==> src/rtl/invader_fleet_pkg.sv <==
// Shared playfield dimensions and encodings for the invader formation controller.
package invader_fleet_pkg;

  localparam int FIELD_W = 32;
  localparam int FIELD_H = 16;

  typedef enum logic [1:0] {
    ST_IDLE    = 2'd0,
    ST_MARCH   = 2'd1,
    ST_CLEARED = 2'd2,
    ST_LANDED  = 2'd3
  } fleet_state_e;

  typedef enum logic {
    DIR_RIGHT = 1'b0,
    DIR_LEFT  = 1'b1
  } fleet_dir_e;

endpackage

==> src/rtl/fleet_hit_map.sv <==
// Maps a bullet cell onto the invader grid: reports whether it lands on an
// invader slot and, if so, the bitmap index r*COLS+c of that slot.
module fleet_hit_map
  import invader_fleet_pkg::*;
#(
  parameter int ROWS     = 3,
  parameter int COLS     = 8,
  parameter int COL_STEP = 2,
  parameter int ROW_STEP = 2
) (
  input  logic [4:0] bullet_x_i,
  input  logic [3:0] bullet_y_i,
  input  logic [4:0] fleet_x_i,
  input  logic [3:0] fleet_y_i,
  output logic       match_o,
  output logic [5:0] idx_o
);

  localparam int W = COL_STEP * (COLS - 1);
  localparam int H = ROW_STEP * (ROWS - 1);

  logic [5:0] dx;
  logic [5:0] dy;
  logic [5:0] col;
  logic [5:0] row;

  // Bit 5 of each difference is the borrow: bullet left of / above the fleet.
  always_comb begin
    dx  = {1'b0, bullet_x_i} - {1'b0, fleet_x_i};
    dy  = {2'b00, bullet_y_i} - {2'b00, fleet_y_i};
    col = (COL_STEP == 2) ? {1'b0, dx[5:1]} : dx;
    row = (ROW_STEP == 2) ? {1'b0, dy[5:1]} : dy;
    match_o = !dx[5] && !dy[5]
              && (dx <= 6'(W)) && (dy <= 6'(H))
              && !((COL_STEP == 2) && dx[0])
              && !((ROW_STEP == 2) && dy[0]);
    idx_o = 6'(32'(row) * COLS + 32'(col));
  end

endmodule

==> src/rtl/invader_fleet.sv <==
// Invader formation controller: march FSM, position/direction, alive bitmap,
// population count and the registered bullet hit pulse.
module invader_fleet
  import invader_fleet_pkg::*;
#(
  parameter int ROWS     = 3,
  parameter int COLS     = 8,
  parameter int COL_STEP = 2,
  parameter int ROW_STEP = 2,
  parameter int LAND_ROW = 14
) (
  input  logic                 clk,
  input  logic                 reset,
  input  logic                 clear,
  input  logic                 start,
  input  logic                 Enable,
  input  logic [4:0]           bulletX,
  input  logic [3:0]           bulletY,
  input  logic                 BulletActive,
  output logic                 hit,
  output logic [ROWS*COLS-1:0] alive,
  output logic [4:0]           fleetX,
  output logic [3:0]           fleetY,
  output logic [5:0]           remaining,
  output logic                 allDead,
  output logic                 landed
);

  localparam int N       = ROWS * COLS;
  localparam int W       = COL_STEP * (COLS - 1);
  localparam int H       = ROW_STEP * (ROWS - 1);
  localparam int RIGHT_X = FIELD_W - 1 - W;

  fleet_state_e state_q, state_d;
  fleet_dir_e   dir_q, dir_d;
  logic [4:0]   fleet_x_q, fleet_x_d;
  logic [3:0]   fleet_y_q, fleet_y_d;
  logic [N-1:0] alive_q, alive_d;
  logic [5:0]   remaining_q, remaining_d;
  logic         hit_q, hit_d;

  logic         map_match;
  logic [5:0]   map_idx;
  logic [N-1:0] kill_sel;
  logic         kill;
  logic         at_edge;
  logic [5:0]   bottom_next;

  fleet_hit_map #(
    .ROWS    (ROWS),
    .COLS    (COLS),
    .COL_STEP(COL_STEP),
    .ROW_STEP(ROW_STEP)
  ) u_hit_map (
    .bullet_x_i(bulletX),
    .bullet_y_i(bulletY),
    .fleet_x_i (fleet_x_q),
    .fleet_y_i (fleet_y_q),
    .match_o   (map_match),
    .idx_o     (map_idx)
  );

  always_comb begin
    state_d     = state_q;
    dir_d       = dir_q;
    fleet_x_d   = fleet_x_q;
    fleet_y_d   = fleet_y_q;
    alive_d     = alive_q;
    remaining_d = remaining_q;
    hit_d       = 1'b0;
    kill_sel    = N'(1) << map_idx;
    kill        = 1'b0;
    at_edge     = (dir_q == DIR_RIGHT) ? (fleet_x_q == 5'(RIGHT_X)) : (fleet_x_q == 5'd0);
    bottom_next = 6'(fleet_y_q) + 6'd1 + 6'(H);

    if (clear) begin
      state_d     = ST_IDLE;
      dir_d       = DIR_RIGHT;
      fleet_x_d   = '0;
      fleet_y_d   = '0;
      alive_d     = '1;
      remaining_d = 6'(N);
    end else begin
      case (state_q)
        ST_IDLE: if (start) state_d = ST_MARCH;
        ST_MARCH: begin
          // Collision uses the pre-move position; move and kill commit together.
          kill = BulletActive && map_match && ((alive_q & kill_sel) != '0);
          if (kill) begin
            alive_d     = alive_q & ~kill_sel;
            remaining_d = remaining_q - 6'd1;
            hit_d       = 1'b1;
          end
          if (kill && (remaining_q == 6'd1)) begin
            state_d = ST_CLEARED;
          end else if (Enable) begin
            if (at_edge) begin
              fleet_y_d = fleet_y_q + 4'd1;
              dir_d     = (dir_q == DIR_RIGHT) ? DIR_LEFT : DIR_RIGHT;
              if (bottom_next >= 6'(LAND_ROW)) state_d = ST_LANDED;
            end else if (dir_q == DIR_RIGHT) begin
              fleet_x_d = fleet_x_q + 5'd1;
            end else begin
              fleet_x_d = fleet_x_q - 5'd1;
            end
          end
        end
        default: ;
      endcase
    end
  end

  always_ff @(posedge clk or posedge reset) begin
    if (reset) begin
      state_q     <= ST_IDLE;
      dir_q       <= DIR_RIGHT;
      fleet_x_q   <= '0;
      fleet_y_q   <= '0;
      alive_q     <= '1;
      remaining_q <= 6'(N);
      hit_q       <= 1'b0;
    end else begin
      state_q     <= state_d;
      dir_q       <= dir_d;
      fleet_x_q   <= fleet_x_d;
      fleet_y_q   <= fleet_y_d;
      alive_q     <= alive_d;
      remaining_q <= remaining_d;
      hit_q       <= hit_d;
    end
  end

  assign hit       = hit_q;
  assign alive     = alive_q;
  assign fleetX    = fleet_x_q;
  assign fleetY    = fleet_y_q;
  assign remaining = remaining_q;
  assign allDead   = (state_q == ST_CLEARED);
  assign landed    = (state_q == ST_LANDED);

endmodule

==> config.mk <==
export PLATFORM = sky130hd
export DESIGN_NAME = invader_fleet
export DESIGN_NICKNAME = d
export VERILOG_FILES = /design/src/rtl/invader_fleet_pkg.sv /design/src/rtl/fleet_hit_map.sv /design/src/rtl/invader_fleet.sv
export SDC_FILE = /design/constraint.sdc
export NUM_CORES = 1
export LEC_CHECK = 0
export ABC_CLOCK_PERIOD_IN_PS = 4200
export BUFFER_PORTS_ARGS = -buffer_cell sky130_fd_sc_hd__buf_2
export CAP_MARGIN = 20
export CORE_ASPECT_RATIO = 1.5
export CORE_UTILIZATION = 52
export CTS_BUF_LIST = sky130_fd_sc_hd__clkbuf_8
export DETAILED_ROUTE_END_ITERATION = 10
export GPL_TIMING_DRIVEN = 0
export PLACE_DENSITY_LB_ADDON = 0.05
export SYNTH_ARGS = -nofsm -noshare
export SYNTH_HDL_FRONTEND = slang
export SYNTH_SLANG_ARGS = --single-unit
==> constraint.sdc <==
create_clock -name clk -period 4.2 [get_ports clk]
set_input_delay 0.21 -clock clk [delete_from_list [all_inputs] [get_ports clk]]
set_output_delay 0.21 -clock clk [all_outputs]
set_load 0.1 [all_outputs]
# ---- Word-level counts from Yosys, hierarchy flattened
# Cells that the tools add are included.
dict set report totals {
  ff_bits 43
}
dict set report op_classes {
  add_sub_neg 9
  order_cmp 3
  eq_ne 11
  n_shift 1
  n_mux 34
  bitwise 3
  reduce_logical 24
}
# cell n
set ops {}
lappend ops {{2-to-1 mux 24 bit} 3}
lappend ops {{AND 24 bit} 2}
lappend ops {{2-to-1 mux 5 bit} 6}
lappend ops {{NOT 24 bit} 1}
lappend ops {{nonzero test 24 bit} 1}
lappend ops {{left shift 1 x 6 -> 24 bit (first input constant)} 1}
lappend ops {{2-to-1 mux 4 bit} 5}
lappend ops {{2-to-1 mux 6 bit} 3}
lappend ops {{2-to-1 mux 2 bit} 6}
lappend ops {{!= test 4 bit (second input constant)} 3}
lappend ops {{2-to-1 mux 1 bit} 10}
lappend ops {{logical AND 1 bit} 8}
lappend ops {{AND reduction 4 bit} 2}
lappend ops {{nonzero test 2 bit} 4}
lappend ops {{adder 5 x 3 -> 6 bit (second input constant)} 1}
lappend ops {{adder 6 x 5 -> 6 bit} 1}
lappend ops {{== test 6 x 1 -> 1 bit (second input constant)} 1}
lappend ops {{greater-or-equal comparator 6 x 4 -> 1 bit (second input constant)} 1}
lappend ops {{less-or-equal comparator 6 x 3 -> 1 bit (second input constant)} 1}
lappend ops {{less-or-equal comparator 6 x 4 -> 1 bit (second input constant)} 1}
lappend ops {{subtractor 5 x 5 -> 6 bit} 1}
lappend ops {{subtractor 6 x 1 -> 6 bit (second input constant)} 1}
lappend ops {{adder 4 x 1 -> 5 bit (second input constant)} 1}
lappend ops {{adder 5 x 1 -> 5 bit (second input constant)} 1}
lappend ops {{other kinds (15)} 20}

# ---- Depth between registers and ports, before layout
# Gate-level depths: netlist of run 1.
dict set report depth {
  word_depth 13
  mapped_depth 17
  ltp_nobuf 16
}

# ---- Modules after synthesis
# From an unflattened synthesis of run 1, not the netlist that was laid out.
dict set report hier_totals {
  cells_unflattened 319
  hier_area_um2 3027.9
}
# mod n_inst cells_per_inst area_each_um2
set by_module_without_submodules {}
lappend by_module_without_submodules {invader_fleet 1 270 2616.3}
lappend by_module_without_submodules {fleet_hit_map 1 49 411.6}

# ---- Worst setup path before layout of run 1
# No wires, ideal clock.
dict set report synth_timing {
  path_kind {flip-flop to flip-flop}
  startpoint {register fleet_x_q[0] (netlist: fleetX[0])}
  endpoint {register fleet_x_q[4] (netlist: fleetX[4])}
  arrival_time_ns 4.901
  required_time_ns 4.075
  path_slack_ns -0.826
  path_stages_with_launch 16
  path_buffers 0
  cell_sequence {dfrtp_1 -> ha_1 -> inv_1 -> fa_1 -> a21o_2 -> a21oi_1 -> xnor2_1 -> ha_1 -> fa_1 -> xnor3_1 -> nor3_1 -> o211ai_1 -> a21oi_4 -> o2111ai_1 -> nand3_1 -> mux2_2}
}
dict set report synth_via {
  elab_chain_len 12
  elab_cells_between_ends 30
}
# item line_no
set synth_lines {}
lappend synth_lines {{start: declaration} invader_fleet.sv:36} ;# logic [4:0] fleet_x_q, fleet_x_d;
lappend synth_lines {{start signal: assignment} invader_fleet.sv:125} ;# fleet_x_q <= fleet_x_d;
lappend synth_lines {{branches (longest 12 deep; another with subtractor 5 x 5 -> 6 bit)} -}
# Several ways; the timed one is not identified. The select of a mux whose other input is x is not followed.
# A chain may end at the register's enable or synchronous reset.

# ---- Worst setup path in the final report of run 1
dict set report layout_timing {
  startpoint {register fleet_x_q[0] (netlist: fleetX[0])}
  endpoint {register fleet_y_q[3] (netlist: fleetY[3])}
}
dict set report layout_via {
  elab_chain_len 12
  elab_cells_between_ends 22
}
# item line_no
set layout_lines {}
lappend layout_lines {{branches (longest 11 deep; another with subtractor 5 x 5 -> 6 bit)} -}
lappend layout_lines {{AND reduction 4 bit (no source line) *} -}
lappend layout_lines {{end signal: assignment} invader_fleet.sv:126} ;# fleet_y_q <= fleet_y_d;
lappend layout_lines {{end: declaration} invader_fleet.sv:37} ;# logic [3:0] fleet_y_q, fleet_y_d;
# Mark *: on every way between the ends.

==> results.md, run 1 <==
- Status: completed
- Hold WS: approximately 0.096 ns
- Design Area, Final: between 3000 and 4000 sq um
- Skew-Pair Late Insertion Delay: roughly 0.3 ns
- Number of global-route vias before repair: around 2,500
- Pin count of the biggest net entering global routing: 44
- DR vias/cell: 5.884
- Register area: about 1100 sq um
- Cells along the critical path: ha_4 > inv_1 > fa_2 > a21o_2 > a21oi_4 > xnor2_1 > ha_1 > fa_2 > xnor3_2 > nor2_1 > nand2_2 > a311oi_4 > buf_4 > o2111a_2 > buf_4 > or4_1 > a21oi_1
- Final worst slack: 0.1817 ns
- Max Cap Viol: 0
- Flip-flop and latch count after synthesis: 43
- Crit share post-route: between 90 and 100%
- Avg Cell Area, Syn: between 10 and 15 sq um
- Kind of critical path: flop to flop
- WP data required: between 4 and 5 ns
- Post-route ant nets: 0
- Root Driver: clkbuf_8
- Grt total ovfl: 0
- Clk pin slew, worst setup/hold paths: around 0.090 ns
- Min Tclk post-route: about 4.0 ns
- I/O pin total: between 50 and 60
- Startpoint Class: flop
- Fmax: ~0.25 GHz
- CTS buffer count: 5
- Yosys Warn Count: 0
- Slew of the pin with the lowest slew margin: ~0.9 ns
- CTS tree: yes
- Ant diodes: 0
- Dpl hpwl: about 5700 um
- Fraction of layout cells with a size suffix above 1: around 36%
- GPL Wtd Cong: a little over 0.8
- Max Root-Sink Buffers: 2
- Post-DP Area: between 3000 and 4000 sq um
- Post-Synthesis Cells: around 300
- EDFF count, synth: 0
- CP Max Fanout: 6
- Leak: ~1.5 nW
- Ys flop type: dfstp_2
- Critical Path AT: 4.25 ns
- Starting DRT DRC Count: about 150
- Post-Route WL: around 7600 um
- Filler Cells Inserted: roughly 490
- Synthesized net count: 333
- Hold-fix buffers, CTS: 0
- Global-route wire length before repair: 12,080 um
- Dpl ws: -0.1450 ns
- Total Die Area: approximately 6000 sq um
- RSZ-0062 raised after global routing: false
- Mapped cell area: roughly 3000 sq um
- Area occupied by multi-input gates: between 1500 and 2000 sq um
- Routed length per instance: approximately 17 um
- Die Height: between 90 and 100 um
- DR DRC count: 0
- Worst relative slew slack: about two fifths
- VDD IR max: about 0.00019 V
- Final Slew Violations: 0
- Core area: approximately 5500 sq um
- FFs w/ async S/R, synth: 100.0%
- H-tree depth: 2
- Slowest-stage cell, CP: or4_1
- P per Cell Area: ~260 nW/um^2
- Crit end category: flop
- Die Wd: between 60 and 70 um
- # rows: 33
- Synth-to-Final Area Change: 20.17%
- GRT Util Overall: around a quarter
- Seq/Total Area, Yosys: 36.76%
- # port buffers: 55
- Final clock skew: ~0.008 ns
- Final Hold Viols: 0
- Worst hold path class: input pin to asynchronous set/reset pin
- Post-synth cell types: 59
- CP peak stage delay: roughly 0.50 ns
- Initial Utilization: between 50% and 60%
- Commonest non-fill, non-tap cells in the layout: buf_2, dfstp_2, nand2_1, nor2_1, inv_1
- Via count: between 2,000 and 3,000
- Drt pass-1 iters: 4
- Final Setup Violations: 0
- Fin util: approximately two thirds
- Nets: 404
- Initial antenna violation count: 0
- Clock sink count: 43
- Most common cell after layout, fill and taps aside: buf_2
## final cells by class
class | count | area share, %
buffer | 14 | 2.728
clock buffer | 6 | 2.279
clock inverter | 2 | 0.3453
inverter | 20 | 2.072
multi-input combinational | 220 | 49.86
sequential | 43 | 30.84
tap | 70 | 2.417
timing repair buffer | 64 | 9.461
## critical path, delay by kind of cell, from the launching register on
kind,cells,cell delay (ns)
buf+inv,3,0.38
xor+xnor,2,0.38
flops,1,0.44
compound gates,5,0.93
simple gates,3,0.74
fa+ha+maj,4,1.08
## cells by family (layout without fill, tap and decap cells)
group	after synthesis	in the layout	share of synthesized area, %
xor+xnor	15	15	6.183
mux	16	16	5.975
compound gates	78	78	20.71
simple gates	90	90	14.94
fa+ha+maj	21	21	9.710
flops	43	43	36.76
buf+inv	34	106	5.726
## through the flow
step | TNS, ns | cells | total power (W)
after floorplan | 0 | 297 | 0.0005872
after global placement | -0.07275 | 422 | 0.0006292
after detailed placement | -0.6004 | 422 | 0.0006329
after CTS | 0 | 436 | 0.0009272
after global routing | 0 | 439 | 0.0009738
final | 0 | 439 | 0.0009264
## path summary, 6_finish.rpt
check	start	to	slack, ns	cells after the start
max	fleetX[0]	fleetY[3]	0.18	17
min	reset	remaining[5]	0.1	2
max reg2reg	fleetX[0]	fleetY[3]	0.18	17
min reg2reg	alive[17]	alive[17]	0.53	1
max in group asynchronous	reset	fleetX[1]	3.44	2
min in group clk	start	state_q[0]	0.16	3
## registers in the layout (all words and copies together) (netlist names)
signal	cells
state_q	2
alive	24
remaining	6
dir_q	1
fleetY	4
hit	1
fleetX	5
## cell usage after synthesis (6+ instances only)
library cell	n	area (sq um)
dfstp_2	26	683.2
nand2_1	24	90.09
nor2_1	21	78.83
o22a_1	12	105.1
mux2i_1	12	120.1
o21ai_0	7	35.03
clkbuf_1	7	26.28
o32a_1	12	120.1
nand3_1	14	70.07
inv_1	20	75.07
a21oi_1	17	85.08
nor4_1	6	37.54
ha_1	17	212.7
dfrtp_1	17	425.4
xnor2_1	7	61.31
## repair_timing
item                                    in CTS  in global routing
endpoints found under the setup margin      13                 30
resized for setup                            5                  2
pin swaps                                    4                  2
gates cloned                                 0                  0
buffers inserted                             6                  3
## metal layers
layer | track usage (%) | vias to the layer above | wire (um)
li1 | - | 1239 | -
met1 | 29.14 | 1256 | 3023
met2 | 48.94 | 72 | 4088
met3 | 5.024 | 16 | 273
met4 | 11.11 | 0 | 194
met5 | 0 | - | 0
## power by group
| part | switching (W) | internal, W |
|---|---|---|
| clock network | 0.000149 | 0.000133 |
| registers | 0.00000322 | 0.000418 |
| logic | 0.000141 | 0.0000832 |
| total | 0.000293 | 0.000634 |
(Power assumes the default switching activity.)
==> inputs of run 2 (changes only) <==
Settings changed: HOLD_SLACK_MARGIN set to 0.15.
==> run 2 against run 1 <==
Net effect:
- clock skew about the same
- critical path depth is the same
- first-iteration DRC count grew 13%
- sequential power is essentially flat
- count of clock-buffer cells in the layout unchanged
- clock power about the same
- sequential share of layout area shrank 0.17 points
- fmax hardly changed
- largest cell class unchanged
- highest routed layer unchanged
==> results.md, run 2 (synthesized netlist as in run 1, its figures left out) <==
- GPL Wtd Cong: slightly above 0.8
- # rows: 33
- Crit end category: flop
- Filler Cells Inserted: a little under 500
- Final Setup Violations: 0
- CP bufs+invs: 3
- Ant diodes: 0
- CP Max Fanout: 6
- Leak: 1.507 nW
- Core area: 5533 sq um
- Post-Route WL: about 7600 um
- Root Driver: clkbuf_8
- Worst relative slew slack: 39.86%
- Number of global-route vias before repair: ~2,500
- Clock sink count: 43
- Slew of the pin with the lowest slew margin: slightly below 0.9 ns
- VDD IR max: 0.0001878 V
- Startpoint Class: flop
- Levels on crit path: 17
- Die Wd: around 64 um
- Global-route wire length before repair: 12,080 um
- CP endpoint: fleetY[3]
- DR DRC count: 0
- Routed length per instance: about 17 um
- Crit path max-delay family: adder cells
- Max Cap Viol: 0
- Largest register FFs: 24
- DR vias/cell: a little under 6
- Drt pass-1 iters: 4
- Final clock skew: ~0.0083 ns
- Max Root-Sink Buffers: 2
- WP data required: about 4.4 ns
- Synth-to-Final Area Change: 20.83%
- Total Power: about 0.00093 W
- CTS buffer count: 5
- CP peak stage delay: 0.50 ns
- Commonest non-fill, non-tap cells in the layout: buf_2, dfstp_2, nand2_1, nor2_1, inv_1
- Worst r2r src: fleetX[0]
- Kind of critical path: flop to flop
- RSZ-0062 raised after global routing: false
- Post-route ant nets: 0
- Initial antenna violation count: 0
- Initial Utilization: between 50% and 60%
- P per Cell Area: roughly 250 nW/um^2
- Pin count of the biggest net entering global routing: 44
- Final Slew Violations: 0
- Crit share post-route: between 90% and 100%
- CTS tree: yes
- Grt total ovfl: 0
- Final Hold Viols: 0
- Cells along the critical path: ha_4 > inv_1 > fa_2 > a21o_2 > a21oi_4 > xnor2_1 > ha_1 > fa_2 > xnor3_2 > nor2_1 > nand2_2 > a311oi_4 > buf_4 > o2111a_2 > buf_4 > or4_1 > a21oi_1
- Clk pin slew, worst setup/hold paths: around 0.090 ns
- Worst R2R Setup Slack: around 0.18 ns
- Critical path origin: fleetX[0]
- I/O pin total: 57
- Worst r2r dst: fleetY[3]
- Total Die Area: roughly 6100 sq um
- R2R depth: 17
- Dpl hpwl: approximately 5700 um
- Via count: between 2,000 and 3,000
- Slowest-stage cell, CP: or4_1
- # port buffers: between 50 and 60
- Worst hold path class: input pin to flop
- Skew-Pair Late Insertion Delay: 0.30 ns
- Critical Path AT: roughly 4.3 ns
- Fraction of layout cells with a size suffix above 1: approximately 36%
- H-tree depth: 2
- Hold WS: slightly above 0.3 ns
- Fmax: 0.2488 GHz
- Min Tclk post-route: about 4.0 ns
- Most common cell after layout, fill and taps aside: buf_2
- Die Height: 95.27 um
- GRT Util Overall: between 20% and 30%
- Status: completed
- Starting DRT DRC Count: roughly 170
- Nets: roughly 400
## run 2: cell count changes in the layout (fill, tap and decap cells not counted)
cell	previous run	this run
dlygate4sd3_1	1	3
## run 2: through the flow
step	cell area (sq um)	setup TNS [ns]	std cells	worst slack (ns)	util [%]
2_1_floorplan	3060	0	297	0.1386	-
3_3_place_gp	3423	-0.07275	422	-0.07275	61.87
3_5_place_dp	3423	-0.6004	422	-0.1450	61.87
4_1_cts	3601	0	437	0.03666	65.08
5_1_grt	3643	0	441	0.04893	65.85
6_report	3643	0	441	0.1813	65.85
## run 2: worst min-delay path by stage
stage / to / slack (ns) / from / depth (start not counted)
after CTS: state_q[0] / 0.16 / start / 3
final: fleetY[1] / 0.30 / Enable / 4
after global routing: fleetY[1] / 0.38 / Enable / 4
after floorplan: state_q[0] / 0.37 / start / 2
after detailed placement: hit / 0.46 / reset / 2
after global placement: state_q[0] / 0.48 / start / 3
## run 2: worst register-to-register path, delay by kind of cell (launching register included)
family,cells,cell delay [ns]
xor+xnor,2,0.38
simple gates,3,0.74
compound gates,5,0.93
fa+ha+maj,4,1.08
buf+inv,3,0.38
flops,1,0.44
## run 2: cell type report
class / count / area [sq um] / share of cell area [%]
timing repair buffer: 66 / 362.8 / 9.959
multi-input combinational: 220 / 1807 / 49.59
buffer: 14 / 98.84 / 2.713
tap: 70 / 87.58 / 2.404
clock inverter: 2 / 12.51 / 0.3434
sequential: 43 / 1117 / 30.67
clock buffer: 6 / 82.58 / 2.266
inverter: 20 / 75.07 / 2.060
## run 2: what timing repair did
action | in CTS | in global routing
setup endpoints to repair | 13 | 30
gates resized for setup | 5 | 2
pin swaps | 4 | 2
hold buffers | 1 | 1
setup buffers | 6 | 3
hold endpoints to repair | 17 | 1
## run 2: per-layer routing
metal	vias to the layer above	GRT usage [%]	share of wire, %
li1	1245	-	-
met1	1272	29.14	40
met2	68	48.94	54
met3	15	5.024	3.3
met4	0	11.11	2.4
met5	-	0	0
## run 2: report_power, final
group	total, W	switching [W]	internal (W)
Sequential	0.000421	0.00000326	0.000418
Clock	0.000282	0.000149	0.000133
Combinational	0.000226	0.000141	0.0000844
Total	0.000929	0.000294	0.000635
